--- config.mk ---
export PLATFORM = sky130hd
export DESIGN_NAME = decoder_3_8_seq_v
export DESIGN_NICKNAME = d
export VERILOG_FILES = /design/src/rtl/decoder_3_8_seq_v.sv
export SDC_FILE = /design/constraint.sdc
export NUM_CORES = 1
export LEC_CHECK = 0
export ABC_CLOCK_PERIOD_IN_PS = 3900
export CORE_MARGIN = 5
export CORE_UTILIZATION = 50
export DETAILED_ROUTE_END_ITERATION = 8
export PLACE_DENSITY = 0.77
export SYNTH_ARGS = -nofsm -noshare
export SYNTH_HDL_FRONTEND = slang
export SYNTH_SLANG_ARGS = --single-unit
--- constraint.sdc ---
create_clock -name i_clk -period 3.9 [get_ports i_clk]
set_input_delay 0.39 -clock i_clk [delete_from_list [all_inputs] [get_ports i_clk]]
set_output_delay 0.39 -clock i_clk [all_outputs]
set_load 0.02 [all_outputs]
--- src/rtl/decoder_3_8_seq_v.sv ---
// =============================================================================
// decoder_3_8_seq_v : registered 3-to-8 decoder that holds a one-hot grant for
// HOLD_CYCLES enabled cycles, with valid/ready intake.          Rev 1.0
// =============================================================================
`default_nettype none

module decoder_3_8_seq_v #(
  parameter int HOLD_CYCLES = 4,
  parameter int CNT_W       = 8
) (
  input  logic       i_clk,
  input  logic       i_rst,
  input  logic [2:0] i_code,
  input  logic       i_valid,
  output logic       o_ready,
  input  logic       i_en,
  input  logic       i_abort,
  output logic [7:0] o_onehot,
  output logic       o_active,
  output logic       o_done,
  output logic [2:0] o_last_code
);

  localparam logic [0:0]       S_IDLE = 1'b0;
  localparam logic [0:0]       S_HOLD = 1'b1;
  localparam logic [CNT_W-1:0] C_LOAD = CNT_W'(HOLD_CYCLES - 1);

  logic [0:0]       r_state;
  logic [CNT_W-1:0] r_cnt;
  logic [7:0]       r_grant;
  logic             r_done;
  logic [2:0]       r_last_code;

  logic [0:0]       w_next_state;
  logic [CNT_W-1:0] w_next_cnt;
  logic [7:0]       w_next_grant;
  logic             w_accept;
  logic             w_complete;

  // State register and the datapath registers that travel with it
  always_ff @(posedge i_clk or posedge i_rst) begin
    if (i_rst) begin
      r_state     <= S_IDLE;
      r_cnt       <= '0;
      r_grant     <= 8'h00;
      r_done      <= 1'b0;
      r_last_code <= 3'b000;
    end else begin
      r_state <= w_next_state;
      r_cnt   <= w_next_cnt;
      r_grant <= w_next_grant;
      r_done  <= w_complete;
      if (w_accept) begin
        r_last_code <= i_code;
      end
    end
  end

  // Completion only happens on an enabled, non-aborted last hold cycle
  assign w_complete = (r_state == S_HOLD) && (r_cnt == '0) && i_en && !i_abort;
  assign w_accept   = i_valid && o_ready;

  always_comb begin
    w_next_state = r_state;
    w_next_cnt   = r_cnt;
    w_next_grant = r_grant;
    if (w_accept) begin
      // Covers both an accept from IDLE and a seamless reload at completion
      w_next_state = S_HOLD;
      w_next_cnt   = C_LOAD;
      w_next_grant = 8'(1) << i_code;
    end else if (r_state == S_HOLD) begin
      if (i_abort) begin
        w_next_state = S_IDLE;
        w_next_cnt   = '0;
        w_next_grant = 8'h00;
      end else if (i_en) begin
        if (r_cnt == '0) begin
          w_next_state = S_IDLE;
          w_next_grant = 8'h00;
        end else begin
          w_next_cnt = r_cnt - 1'b1;
        end
      end
    end
  end

  // Pausing blanks the grant in the same cycle so visible duration stays exact
  always_comb begin
    o_ready     = (r_state == S_IDLE) || w_complete;
    o_active    = (r_state == S_HOLD);
    o_onehot    = ((r_state == S_HOLD) && i_en) ? r_grant : 8'h00;
    o_done      = r_done;
    o_last_code = r_last_code;
  end

endmodule

`default_nettype wire

## Word-level counts from Yosys, hierarchy flattened

Cells that the tools add are included.

- Output and inout bits: 14
- Input bits: 8
- Bits in registers: 21
- Logic and storage cells: 38

- Reduce and logical (&&, ||, !) cells: 13
- Multiplexer cells: 16
- Add/subtract/negate cells: 1
- Equality and inequality tests: 1
- Bitwise operators: 1
- Shifts and indexed selects: 1

Operators with widths:

| cell | number |
|---|---|
| $mux W8 | 11 |
| $logic_not A8 Y1 | 1 |
| $shl A1 B3 Y8 const A | 1 |
| $sub A8 B1 Y8 const B | 1 |
| $reduce_and A3 Y1 | 2 |
| $reduce_bool A3 Y1 | 2 |
| $logic_and A1 B1 Y1 | 5 |
| $mux W1 | 5 |
| $ne A3 B3 Y1 const B | 1 |
| $reduce_bool A2 Y1 | 1 |
| $logic_not A1 Y1 | 1 |
| $logic_or A1 B1 Y1 | 1 |
| $not A1 Y1 | 1 |

## Logic depth before layout (Yosys ltp)

- Depth after elaboration: 8
- Depth in mapped cells: 7
- Depth with buffers taken out: 7

## Least setup slack after synthesis

OpenSTA, ideal clock, no wires.

- Kind: reg-to-reg
- From: register r_cnt[0]
- To: register r_last_code[1] (netlist: o_last_code[1])
- Path slack: 1.851 ns
- Stages on the path, launching flop included: 8
- Library setup time: 0.125 ns
- Required time: 3.775 ns
- Path buffers: 0
- Clock period less this slack: 2.049 ns
- Data arrival time: 1.923 ns
- Path through: dfrtp_1 inv_1 ha_1 or3b_2 o31a_4 inv_4 nand2_4 mux2_4

- Cells in the longest elaborated chain, start to end: 6

RTL lines:

| item | line | text |
|---|---|---|
| from (decl) | 29 | `logic [CNT_W-1:0] r_cnt;` |
| from (signal assigned) | 50 | `r_cnt <= w_next_cnt;` |
| $logic_not A8 Y1 | 60 | `assign w_complete = (r_state == S_HOLD) && (r_cnt == '0) && i_en && !i_abort;` |
| $logic_and A1 B1 Y1 (3 in series) | 60 |  |
| $logic_or A1 B1 Y1 | 90 | `o_ready = (r_state == S_IDLE) \|\| w_complete;` |
| via o_ready | 15 | `output logic o_ready,` |
| $logic_and A1 B1 Y1 | 61 | `assign w_accept = i_valid && o_ready;` |
| to (signal assigned) | 54 | `r_last_code <= i_code;` |
| to (decl) | 32 | `logic [2:0] r_last_code;` |

The timed path passes the listed nets, and every way through them passes these cells.
A chain may end at the register's enable or synchronous reset.

## Worst setup path after layout

- From: register r_cnt[0]
- To: output o_ready

- Cells in the longest elaborated chain, start to end: 5

RTL lines:

| item | line |
|---|---|
| $logic_not A8 Y1 | 60 |
| $logic_and A1 B1 Y1 (3 in series) | 60 |
| $logic_or A1 B1 Y1 | 90 |
| to (decl) | 15 |

Every way passes these cells.

==> report_table.html <==
<table>
<tr><th>Metric</th><th>Value</th></tr>
<tr><th colspan="2">Pwr</th></tr>
<tr><td>Clk network pwr share</td><td>10.7%</td></tr>
<tr><td>Max IR drop VDD</td><td>around 320 uV</td></tr>
<tr><td>Power density over the cells</td><td>between 600 and 700 nW/um^2</td></tr>
<tr><td>Psw</td><td>~420 uW</td></tr>
<tr><td>Leak pwr</td><td>~0.66 nW</td></tr>
<tr><td>Flop pwr share</td><td>slightly below 40%</td></tr>
<tr><td>Share of power burned in combinational logic</td><td>roughly half</td></tr>
<tr><td>Internal power contribution</td><td>between 500 and 600 uW</td></tr>
<tr><td>Net switching share of the total power</td><td>43.0%</td></tr>
<tr><th colspan="2">Setup path</th></tr>
<tr><td>Setup slack of the worst register-to-register path</td><td>around 1.6 ns</td></tr>
<tr><td>Crit-path cells</td><td>inv_1, ha_1, or3b_2, o31a_4, inv_4, clkdlybuf4s50_1</td></tr>
<tr><td>Data required time of the worst path</td><td>3.51 ns</td></tr>
<tr><td>Worst path slowest cell</td><td>sky130_fd_sc_hd__clkdlybuf4s50_1</td></tr>
<tr><td>Setup Crit Path Kind</td><td>reg2out</td></tr>
<tr><td>CP peak stage delay</td><td>0.60 ns</td></tr>
<tr><td>Critical Path AT</td><td>2.57 ns</td></tr>
<tr><td>Crit-path max FO</td><td>6</td></tr>
<tr><td>Startpoint type of the worst setup path</td><td>register</td></tr>
<tr><td>R2R cell count</td><td>6</td></tr>
<tr><td>Setup crit end kind</td><td>primary output</td></tr>
<tr><td>Launching point of the worst reg2reg path</td><td>r_cnt[0]</td></tr>
<tr><td>Terminus of the critical flop-to-flop path</td><td>r_cnt[7]</td></tr>
<tr><td>Family of cells with the greatest summed delay on the critical path</td><td>buffers and inverters</td></tr>
<tr><td>WP buf/inv</td><td>3</td></tr>
<tr><th colspan="2">Clock network</th></tr>
<tr><td>Clk pin slew, worst setup/hold paths</td><td>0.12 ns</td></tr>
<tr><td>Resized cells post-CTS</td><td>0</td></tr>
<tr><td>Master cell of the clock root buffer</td><td>sky130_fd_sc_hd__clkbuf_4</td></tr>
<tr><td>Hold Buf Count CTS</td><td>0</td></tr>
<tr><td>Worst-case clock buffer depth</td><td>2</td></tr>
<tr><td>Clock latency at the later pin of the worst-skew pair</td><td>about 0.3 ns</td></tr>
<tr><td>Max H-tree Level</td><td>1</td></tr>
<tr><td>TritonCTS clock tree</td><td>yes</td></tr>
<tr><td>CTS sink count</td><td>21</td></tr>
<tr><td>Post-CTS Repair Setup Buffers</td><td>0</td></tr>
<tr><td>Clock buffers created by TritonCTS</td><td>3</td></tr>
<tr><th colspan="2">Place</th></tr>
<tr><td>Final HPWL DP</td><td>between 1500 and 2000 um</td></tr>
<tr><td># port buffers</td><td>21</td></tr>
<tr><td>Routability cong.</td><td>0.799</td></tr>
<tr><td>Placement Setup Slack</td><td>~1.2 ns</td></tr>
<tr><th colspan="2">Synth</th></tr>
<tr><td>Synth Warn #</td><td>0</td></tr>
<tr><td>Cells taking the most area after synthesis</td><td>sky130_fd_sc_hd__dfrtp_1 46%, sky130_fd_sc_hd__and3_1 4.3%, sky130_fd_sc_hd__nor2_1 3.9%</td></tr>
<tr><td>Fraction of synthesis flops using an asynchronous set or reset pin</td><td>between 90% and 100%</td></tr>
<tr><td>Seq/Total Area, Yosys</td><td>~46%</td></tr>
<tr><td>Most frequent cell after synthesis</td><td>sky130_fd_sc_hd__dfrtp_1</td></tr>
<tr><td>Post-Synthesis Cell Area</td><td>1150 um^2</td></tr>
<tr><td>Synthesized instance count</td><td>about 120</td></tr>
<tr><td>Cell taking the most area after synthesis</td><td>sky130_fd_sc_hd__dfrtp_1</td></tr>
<tr><td>Commonest cells in the netlist</td><td>21 x sky130_fd_sc_hd__dfrtp_1, 12 x sky130_fd_sc_hd__nor2_1, 8 x sky130_fd_sc_hd__and3_1</td></tr>
<tr><td>Nets in the synthesized netlist</td><td>126</td></tr>
<tr><td>Number of library cell types mapped by synthesis</td><td>37</td></tr>
<tr><td>Main flop type after synthesis</td><td>sky130_fd_sc_hd__dfrtp_1</td></tr>
<tr><td>EDFF count, synth</td><td>0</td></tr>
<tr><td>Mean Syn Cell Area</td><td>a little under 10 um^2</td></tr>
<tr><td>Top cell type's share of synthesized area</td><td>~46%</td></tr>
<tr><td>Total of flip-flops plus latches after synthesis</td><td>21</td></tr>
<tr><th colspan="2">Drt</th></tr>
<tr><td>Via density</td><td>around 5.7</td></tr>
<tr><td>Via count of the routed design</td><td>between 900 and 1000</td></tr>
<tr><td>Number of DRC violations after detailed-routing iteration 0</td><td>27</td></tr>
<tr><td>Post-route DRC</td><td>0</td></tr>
<tr><td>Number of antenna-violating nets in the routed design</td><td>0</td></tr>
<tr><td>WL final</td><td>approximately 2500 um</td></tr>
<tr><td>Initial DRT Pass Iterations</td><td>4</td></tr>
<tr><td>Routed wire per std cell</td><td>~15 um</td></tr>
<tr><th colspan="2">Finish</th></tr>
<tr><td>Count of nets after finishing</td><td>147</td></tr>
<tr><td>Number of fillers in the final layout</td><td>200</td></tr>
<tr><td>Synth-to-Final Area Change</td><td>21.1%</td></tr>
<tr><td>Share of layout cells above drive strength 1</td><td>11.0%</td></tr>
<tr><td>ANT cells</td><td>0</td></tr>
<tr><th colspan="2">Timing</th></tr>
<tr><td>Final count of hold timing violations</td><td>0</td></tr>
<tr><td>Minimum setup slack in the final design</td><td>0.938 ns</td></tr>
<tr><td>Worst clock skew</td><td>slightly below 0.004 ns</td></tr>
<tr><td>Maximum clock frequency</td><td>approximately 0.34 GHz</td></tr>
<tr><td>Setup Viol. Count Final</td><td>0</td></tr>
<tr><td>Least-Margin Pin Slew</td><td>roughly 0.80 ns</td></tr>
<tr><td>Unrepaired setup endpoints after global routing</td><td>false</td></tr>
<tr><td>Setup TNS Final</td><td>0 ns</td></tr>
<tr><td>Final critical delay including setup and external delays</td><td>2.96 ns</td></tr>
<tr><td>Worst slew margin</td><td>a little under half</td></tr>
<tr><td>Final cycle utilization of the critical path</td><td>between 70% and 80%</td></tr>
<tr><td>Max Transition Viols Final</td><td>0</td></tr>
<tr><th colspan="2">Worst hold path</th></tr>
<tr><td>Worst hold stages</td><td>1</td></tr>
<tr><td>Worst hold path type</td><td>reg2reg</td></tr>
<tr><td>Hold wc startpoint</td><td>r_grant[3]</td></tr>
<tr><td>Endpoint with the worst hold slack</td><td>r_grant[3]</td></tr>
<tr><th colspan="2">Outcome</th></tr>
<tr><td>Result of the run</td><td>completed</td></tr>
<tr><th colspan="2">Die</th></tr>
<tr><td>Horizontal die dimension</td><td>58.0 um</td></tr>
<tr><td>Cell row count</td><td>17</td></tr>
<tr><td>Starting utilization of the core area</td><td>between 50% and 60%</td></tr>
<tr><td>Count of boundary I/O pins</td><td>22</td></tr>
<tr><td>Height of the chip</td><td>~58 um</td></tr>
<tr><td>Die outline area</td><td>3360 um^2</td></tr>
<tr><td>Core region area</td><td>roughly 2200 um^2</td></tr>
<tr><th colspan="2">Flow run</th></tr>
<tr><td>Max-cap violation count</td><td>0</td></tr>
<tr><th colspan="2">GRT</th></tr>
<tr><td>Antenna violations before repair</td><td>0</td></tr>
<tr><td>Total global routing track utilization</td><td>between 10% and 20%</td></tr>
<tr><td>Grt ovf</td><td>0</td></tr>
<tr><td>Maximum number of pins on one net before global-route repair</td><td>26</td></tr>
<tr><td>Global-route wire length before repair</td><td>~4200 um</td></tr>
<tr><td>Number of global-route vias before repair</td><td>approximately 970</td></tr>
</table>
## power groups by stage
stage	Clock (mW)	Combinational [mW]	Sequential (mW)
6_report	0.103	0.486	0.381
5_1_grt	0.119	0.533	0.394
4_1_cts	0.105	0.489	0.379
3_5_place_dp	0	0.488	0.382
3_3_place_gp	0	0.473	0.376
2_1_floorplan	0	0.343	0.376
## worst max-delay path by stage
| stage | startpoint | slack, ns | cells after the start | end |
|---|---|---|---|---|
| floorplan | r_cnt[0] | 1.85 | 7 | o_last_code[1] |
| global placement | i_en | 1.21 | 5 | o_ready |
| detailed placement | i_en | 1.21 | 5 | o_ready |
| CTS | r_cnt[0] | 0.93 | 6 | o_ready |
| global route | r_cnt[0] | 0.80 | 6 | o_ready |
| finish | r_cnt[0] | 0.94 | 6 | o_ready |
## registers in the layout (all words and copies together) (netlist names)
signal,flops
o_last_code,3
r_cnt,8
r_grant,8
o_done,1
o_active,1
## per-stage QoR
stage	util [%]	instance area, um^2	power, mW	hold slack [ns]	cells
floorplan	-	1150	0.719	0.367	116
global placement	61.9	1370	0.849	0.456	160
detailed placement	61.9	1370	0.870	0.457	160
CTS	63.1	1400	0.973	0.491	164
global route	63.1	1400	1.05	0.524	164
finish	63.1	1400	0.970	0.491	164
## final cells by class
| cell class | instances | area (um^2) | share of cell area, % |
|---|---|---|---|
| Clock buffer | 4 | 26.3 | 1.88 |
| Inverter | 4 | 17.5 | 1.26 |
| Multi-Input combinational cell | 86 | 581 | 41.6 |
| Sequential cell | 21 | 526 | 37.7 |
| Tap cell | 28 | 35.0 | 2.51 |
| Timing Repair Buffer | 21 | 210 | 15.1 |
## routing by layer
| metal | routed length, um | vias to the layer above | track usage [%] |
|---|---|---|---|
| met1 | 1160 | 443 | 20.7 |
| met2 | 1220 | 28 | 26.8 |
| met4 | 9 | 0 | 4.97 |
| met3 | 122 | 2 | 3.79 |
| li1 | - | 463 | - |
| met5 | 0 | - | 0 |
## worst register-to-register path, delay by kind of cell, from the launching register on
kind / cells / cell delay (ns)
AO/OA/AOI/OAI: 1 / 0.53
adder cells (fa/ha/maj): 1 / 0.18
buffers and inverters: 1 / 0.11
flip-flops: 1 / 0.46
AND/OR/NAND/NOR: 3 / 0.87
## placed cells by master, fill, tap and decap left out, types with 2 or more instances in the layout
| master | Yosys | final |
|---|---|---|
| sky130_fd_sc_hd__mux2_4 | 2 | 2 |
| sky130_fd_sc_hd__nand2b_1 | 3 | 3 |
| sky130_fd_sc_hd__nor3b_1 | 2 | 2 |
| sky130_fd_sc_hd__o211ai_1 | 2 | 2 |
| sky130_fd_sc_hd__ha_1 | 2 | 2 |
| sky130_fd_sc_hd__nor2_1 | 12 | 12 |
| sky130_fd_sc_hd__o21ai_0 | 2 | 2 |
| sky130_fd_sc_hd__clkbuf_4 | 0 | 3 |
| sky130_fd_sc_hd__inv_1 | 3 | 3 |
| sky130_fd_sc_hd__dfrtp_1 | 21 | 21 |
| sky130_fd_sc_hd__clkdlybuf4s50_1 | 0 | 21 |
| sky130_fd_sc_hd__a211oi_1 | 3 | 3 |
| sky130_fd_sc_hd__and3_1 | 8 | 8 |
| sky130_fd_sc_hd__a21o_1 | 3 | 3 |
| sky130_fd_sc_hd__o2bb2ai_1 | 4 | 4 |
| sky130_fd_sc_hd__a31o_2 | 2 | 2 |
| sky130_fd_sc_hd__nor3_1 | 7 | 7 |
| sky130_fd_sc_hd__a21oi_1 | 7 | 7 |
| sky130_fd_sc_hd__o21a_1 | 2 | 2 |
| sky130_fd_sc_hd__nand2_1 | 5 | 5 |
| sky130_fd_sc_hd__nand3_1 | 3 | 3 |
| sky130_fd_sc_hd__mux2i_1 | 3 | 3 |
## logic make-up after synthesis
| family | Yosys count | share of synthesized area [%] |
|---|---|---|
| buffers and inverters | 9 | 4.02 |
| adders and majority gates | 2 | 2.17 |
| AOI/OAI and AO/OA | 30 | 19.3 |
| xor gates and xnor gates | 1 | 0.760 |
| DFF | 21 | 45.6 |
| muxes | 5 | 5.21 |
| and+or+nand+nor | 48 | 22.9 |
Power figures use the tool's default switching activity.
